**src/rtl/rr_request_encoder.sv**
```systemverilog
// Round-robin 4-to-2 request encoder feeding a 2-to-4 decoder (addr1:addr0 + enable).
// Define GRANT_TIMEOUT_EN to add a hold counter that forces release after MAX_HOLD grant cycles.
module rr_request_encoder #(
  parameter int MAX_HOLD = 8,
  parameter int HOLD_W   = 4
) (
  input  logic clk,
  input  logic rst_n,
  input  logic in0,
  input  logic in1,
  input  logic in2,
  input  logic in3,
  output logic addr0,
  output logic addr1,
  output logic enable,
  output logic timeout
);

  typedef enum logic {IDLE, GRANT} state_t;

  if (MAX_HOLD < 2 || MAX_HOLD > (2 ** HOLD_W) - 1) begin : gBadParam
    $error("rr_request_encoder: MAX_HOLD out of range for HOLD_W");
  end

  state_t     state_q, state_d;
  logic [1:0] last_q, last_d;
  logic [1:0] addr_q, addr_d;
  logic       en_q, en_d;
  logic       timeout_q, timeout_d;
  logic [3:0] req;
  logic [1:0] pick;

`ifdef GRANT_TIMEOUT_EN
  logic [HOLD_W-1:0] hold_q, hold_d;
`endif

  assign req = {in3, in2, in1, in0};

  // Descending scan so the smallest offset from last (highest priority) is written last.
  function automatic logic [1:0] rrPick(input logic [3:0] r, input logic [1:0] l);
    logic [1:0] sel;
    logic [1:0] idx;
    sel = l;
    for (int i = 4; i >= 1; i--) begin
      idx = l + 2'(i);
      if (r[idx]) sel = idx;
    end
    return sel;
  endfunction

  assign pick = rrPick(req, last_q);

  always_comb begin
    state_d   = state_q;
    last_d    = last_q;
    addr_d    = addr_q;
    en_d      = en_q;
    timeout_d = 1'b0;
`ifdef GRANT_TIMEOUT_EN
    hold_d    = hold_q;
`endif
    unique case (state_q)
      IDLE: begin
        en_d = 1'b0;
        if (|req) begin
          addr_d  = pick;
          last_d  = pick;
          en_d    = 1'b1;
          state_d = GRANT;
`ifdef GRANT_TIMEOUT_EN
          hold_d  = '0;
`endif
        end
      end
      GRANT: begin
        if (!req[last_q]) begin
          en_d    = 1'b0;
          state_d = IDLE;
`ifdef GRANT_TIMEOUT_EN
          hold_d  = '0;
`endif
        end else begin
`ifdef GRANT_TIMEOUT_EN
          // Normal release above wins over the limit; only a still-held request times out.
          if (hold_q == HOLD_W'(MAX_HOLD - 1)) begin
            en_d      = 1'b0;
            timeout_d = 1'b1;
            state_d   = IDLE;
            hold_d    = '0;
          end else begin
            hold_d = hold_q + HOLD_W'(1);
          end
`endif
        end
      end
      default: begin
        state_d = IDLE;
        en_d    = 1'b0;
      end
    endcase
  end

  always_ff @(posedge clk) begin
    if (!rst_n) begin
      state_q   <= IDLE;
      last_q    <= 2'd3;
      addr_q    <= 2'd0;
      en_q      <= 1'b0;
      timeout_q <= 1'b0;
`ifdef GRANT_TIMEOUT_EN
      hold_q    <= '0;
`endif
    end else begin
      state_q   <= state_d;
      last_q    <= last_d;
      addr_q    <= addr_d;
      en_q      <= en_d;
      timeout_q <= timeout_d;
`ifdef GRANT_TIMEOUT_EN
      hold_q    <= hold_d;
`endif
    end
  end

  assign addr0   = addr_q[0];
  assign addr1   = addr_q[1];
  assign enable  = en_q;
  assign timeout = timeout_q;

endmodule

```
**config.mk**
```make
export PLATFORM = sky130hd
export DESIGN_NAME = rr_request_encoder
export DESIGN_NICKNAME = d
export VERILOG_FILES = /design/src/rtl/rr_request_encoder.sv
export SDC_FILE = /design/constraint.sdc
export NUM_CORES = 1
export LEC_CHECK = 0
export CAP_MARGIN = 40
export CORE_AREA = 4 4 41 43
export DETAILED_ROUTE_END_ITERATION = 8
export DIE_AREA = 0 0 45 47
export HOLD_SLACK_MARGIN = 0.12
export PLACE_DENSITY = 0.58
export SYNTH_ARGS = -nofsm -noshare
export SYNTH_HDL_FRONTEND = slang
export SYNTH_SLANG_ARGS = --single-unit
```
**constraint.sdc**
```tcl
create_clock -name clk -period 2 [get_ports clk]
set_clock_uncertainty 0.1 [all_clocks]
set_input_delay 0.4 -clock clk [delete_from_list [all_inputs] [get_ports clk]]
set_output_delay 0.4 -clock clk [all_outputs]
set_load 0.05 [all_outputs]
```
# After elaboration in Yosys (flattened, before gate mapping)
# Index checks and enable logic that the tools add are counted.
# totals
register_bits,6
inputBits,6
out_inout_bits,4
elab_cells,31
# op_classes
n_addsub,3
n_lt_le_gt_ge,4
n_eq_ne,1
mux,16
bitwise_logic,1
reduce_logical,2
# op_table
op,count
< comparator 2 x 3 -> 1 bit (second input constant),4
binary-select mux 1 bit (select 2 bit),4
two-way mux 1 bit,7
two-way mux 2 bit,3
adder 2 bit (second input constant),2
one-hot mux 1 bit (2 select lines),2
OR reduction 4 bit,1
adder 2 x 1 -> 2 bit (second input constant),1
inequality test 2 bit (second input constant),1
AND reduction 2 bit,1
NOT 1 bit,1

# Depth between registers and ports, before layout
# Gate-level depths: netlist (run 1).
# logic_depth
depth_word,6
ltp_mapped,5
ltp_nobuf,4

# Worst setup path after synthesis (run 1)
# No wires, ideal clock.
# synth_path
path_type,reg2reg
start,register last_q[0]
end,register last_q[0]
setup_time_ns,0.062
arrival_ns,1.557
t_required_ns,1.838
setup_slack_ns,0.280
path_stages_with_launch,6
n_path_buf,1
period_less_slack_ns,1.720
path_cell_list,dfxtp_1 -> buf_6 -> and4b_1 -> or4_4 -> or4_1 -> nand3_1
# synth_between
elab_chain_cells,6
word_cells_on_any_way,12
classes_between,3 x add/sub; 9 x mux
# synth_rtl
item,line,source
from (decl),26,"logic [1:0] last_q, last_d;"
from (signal assigned),115,last_q <= last_d;
adder 2 bit,45,idx = l + 2'(i);
binary-select mux 1 bit (select 2 bit),46,if (r[idx]) sel = idx;
two-way mux 1 bit (implied by the code),46,
two-way mux 2 bit (2 in a row),46,
two-way mux 2 bit (*),46,
# Mark *: on every way between the ends. The rest lies on a longest branch, timed or not. The select of a mux whose other input is x is not followed.
# A chain may end at the register's enable or synchronous reset.

# Worst setup path in the final report (run 1)
# layout_path
start,input in0
end,register last_q[0]
# layout_between
elab_chain_cells,5
word_cells_on_any_way,11
classes_between,9 x mux; 2 x reduce/logical
# layout_rtl
item,line,source
from (decl),9,"input logic in0,"
binary-select mux 1 bit (select 2 bit),46,
two-way mux 1 bit (implied by the code),46,
two-way mux 2 bit (3 in a row),46,
# Parallel ways exist; a longest one is shown, timed or not. The select of a mux whose other input is x is not followed.

==> qor.yml, run 1 <==
run_status: "finished, final reports clean"
initial_utilization_pct: 29.9
p_sw_mw: 0.141
rsz0062_at_grt: "no"
synth_seq_cells: 6
timing.hold.ws_ps: 347
rrSetupSlack_ps: 80
p_int_mw: 0.278
critPathKind: "in -> reg"
finalHoldViolCount: 0
path_max_fanout: 6
cts_tree: "yes"
fin_util_pct: 43.2
viasPerCell: 5.18
nets: 69
drtIter0Drc: 5
synth.most_common_cell: "dfxtp_1"
synth.distinct_cells: 28
cts-root-buf: "clkbuf_4"
fmax_mhz: 520
crit_path_end_kind: "flip-flop"
yosys.area.top_type: "dfxtp_1"
setup_violations: 0
gr-total-overflow: 0
dpl_cell_area_sq_um: 529
antenna_found_initial: 0
synth_area_leaders: "dfxtp_1, mux4_1, nand2_1"
power.leakage_nw: 0.283
vdd_drop_max_v: 0.000298
grt_pass1_wl_mm: 1.53
cts_buffer_depth: 2
synthTopCellsByCount: "dfxtp_1, nand2_1, inv_1, o21ai_0"
powerDensity_mw_per_mm2: 746
worst_pin_slew_ps: 499
clkTransAtPathRegs_ps: 50
dp.cells: 73
finalPower_mw: 0.419
hold_path_depth: 2
r2r_end: "last_q[0]"
grt_pass1_vias: 370
place_congestion: 0.750
worstPathRequired_ps: 2080
clk_latency_ps: 240
post-synth-top-area-fraction_pct: 30.9
seq_area_frac_synth_pct: 30.9
dr.pass1.iters: 4
fillers: 139
synth_cells: 44
async_flop_share_pct: 0
hold_end: "enable"
grt_use_total_pct: 10.5
place_hpwl_um: 719
setup_ws_ps: 75.6
die_w_um: 45
fp-row-count: 13
switching_share_pct: 33.7
seq_area_sq_um: 120
finalSetupTns_ps: 0
ios: 10
cap_violations: 0
drv_slew: 0
ys.flop_type: "dfxtp_1"
synth_fp_nets: 50
drt-total-wl_um: 938
reg2reg_from: "last_q[1]"
numCtsBuffers: 3
syn2layout_area_growth_pct: 44.4
dp_slack_ps: -231
design_area_sq_um: 562
vias: 394
ff2ff_path_depth: 4
clock_sinks: 6
fin_crit_sh_pct: 96.2
diodes: 0
grt_max_degree: 9
postCtsHoldBufs: 0
start_kind: "input pin"
period_needed_ps: 1920
synth-edff-count: 0
numPortBuffers: 8
drc: 0
drive_gt1_share_pct: 19.7
coreArea_sq_mm: 0.00130
synth_area_sq_um: 389
detail-route-antenna-nets: 0
ys_warn_count: 0
cts_setup_buffers: 0
synth_area_per_cell_sq_um: 8.84
detail_route.wl_per_cell_um: 12.3
dieArea_sq_mm: 0.00212
relSlewSlack_pct: 66.6
instances_no_fill: 76
htreeDepth: 1
clkPwrFrac_pct: 27.0
die_h_um: 47
min_from: "enable"
power_frac_comb_pct: 36.5
power_frac_seq_pct: 36.5
min-delay-path-class: "reg -> reg"
critical_path_arrival_ps: 2010
multi_input_area_sq_um: 239
==> sequential cells by signal, indices dropped and copies added (netlist names) <==
signal / flops
last_q: 2
state_q: 1
addr_q: 2
enable: 1
==> layer usage <==
layer | up-vias | routed length [um] | share of wire [%] | GRT usage (%)
met5 | - | 0 | 0 | 0
met2 | 9 | 435 | 46 | 14.7
met4 | 0 | 0 | 0 | 5.26
met1 | 182 | 443 | 47 | 12.7
li1 | 203 | - | - | -
met3 | 0 | 59 | 6.3 | 6.13
==> critical path: stages <==
cell and delay [ps]:
dlymetal6s2s_1 130, buf_4 150, and4bb_1 190, or4_4 530
or4_1 520, nand3_1 90
==> placed cells by master (no fill, tap or decap), drive strengths merged <==
master and count:
and4bb 1, a21oi 1, nor2 2, o211ai 1, o221ai 2, a21boi 2, buf 8, and4b 1
or4 2, o21a 1, a211oi 1, clkbuf 3, nand2b 1, mux4 1, clkdlybuf4s50 4, o31ai 1
dfxtp 6, o211a 1, nor4b 1, dlymetal6s2s 4, a31oi 1, nor4bb 1, inv 3, nand3 1
nand2 5, o21ai 4, conb 1, a21o 1
==> worst max-delay path by stage <==
| stage | start | endpoint | slack, ps | cells past startpoint |
|---|---|---|---|---|
| 2_1_floorplan | last_q[0] | last_q[0] | 280 | 5 |
| 3_3_place_gp | in0 | last_q[0] | -210 | 5 |
| 3_5_place_dp | in0 | last_q[0] | -230 | 5 |
| 4_1_cts | in0 | last_q[0] | 30 | 5 |
| 5_1_grt | last_q[1] | last_q[0] | 30 | 4 |
| 6_report | in0 | last_q[0] | 80 | 6 |
==> what timing repair did <==
item	4_1_cts	5_1_grt
resized for setup	0	4
setup endpoints to repair	0	1
endpoints found under the hold margin	0	0
==> cells by family after synthesis <==
group	Yosys count	synth area share (%)
compound gates	16	28.6
simple gates	15	25.1
flops	6	30.9
buf+inv	5	7.72
mux	1	6.75
other cells	1	0.964
==> power groups by stage <==
stage | Clock (mW) | Combinational (mW) | Sequential [mW]
6_report | 0.113 | 0.153 | 0.153
5_1_grt | 0.122 | 0.165 | 0.156
4_1_cts | 0.118 | 0.155 | 0.153
3_5_place_dp | 0 | 0.154 | 0.155
3_3_place_gp | 0 | 0.153 | 0.155
2_1_floorplan | 0 | 0.0759 | 0.177
==> layout make-up <==
class                           instances  area share [%]
Tap cell                               15            3.34
Clock buffer                            3            4.01
Inverter                                3            2.00
Timing Repair Buffer                   16            26.7
Multi-Input combinational cell         33            42.5
Sequential cell                         6            21.4
Note: power is estimated with default switching activity, not from simulation.
==> run 2: changes to the inputs <==
Settings changed: HOLD_SLACK_MARGIN 0.12 to 0.02.
==> results of run 2 <==
No change in the layout: final DEF, timing and power equal those of run 1.
==> run 3: changes to the inputs <==
--- a/config.mk
+++ b/config.mk
@@ -7,2 +7,3 @@
 export LEC_CHECK = 0
+export ABC_CLOCK_PERIOD_IN_PS = 2000
 export CAP_MARGIN = 40
--- a/constraint.sdc
+++ b/constraint.sdc
@@ -4,2 +4,2 @@
 set_output_delay 0.4 -clock clk [all_outputs]
-set_load 0.05 [all_outputs]
+set_load 0.02 [all_outputs]
==> results of run 3 <==
The final DEF is identical to that of run 1. Status: finished, final reports clean.
Main changes from that run: total power 0.419 mW -> 0.399 mW; worst IR drop on VDD 0.000298 V -> 0.000263 V
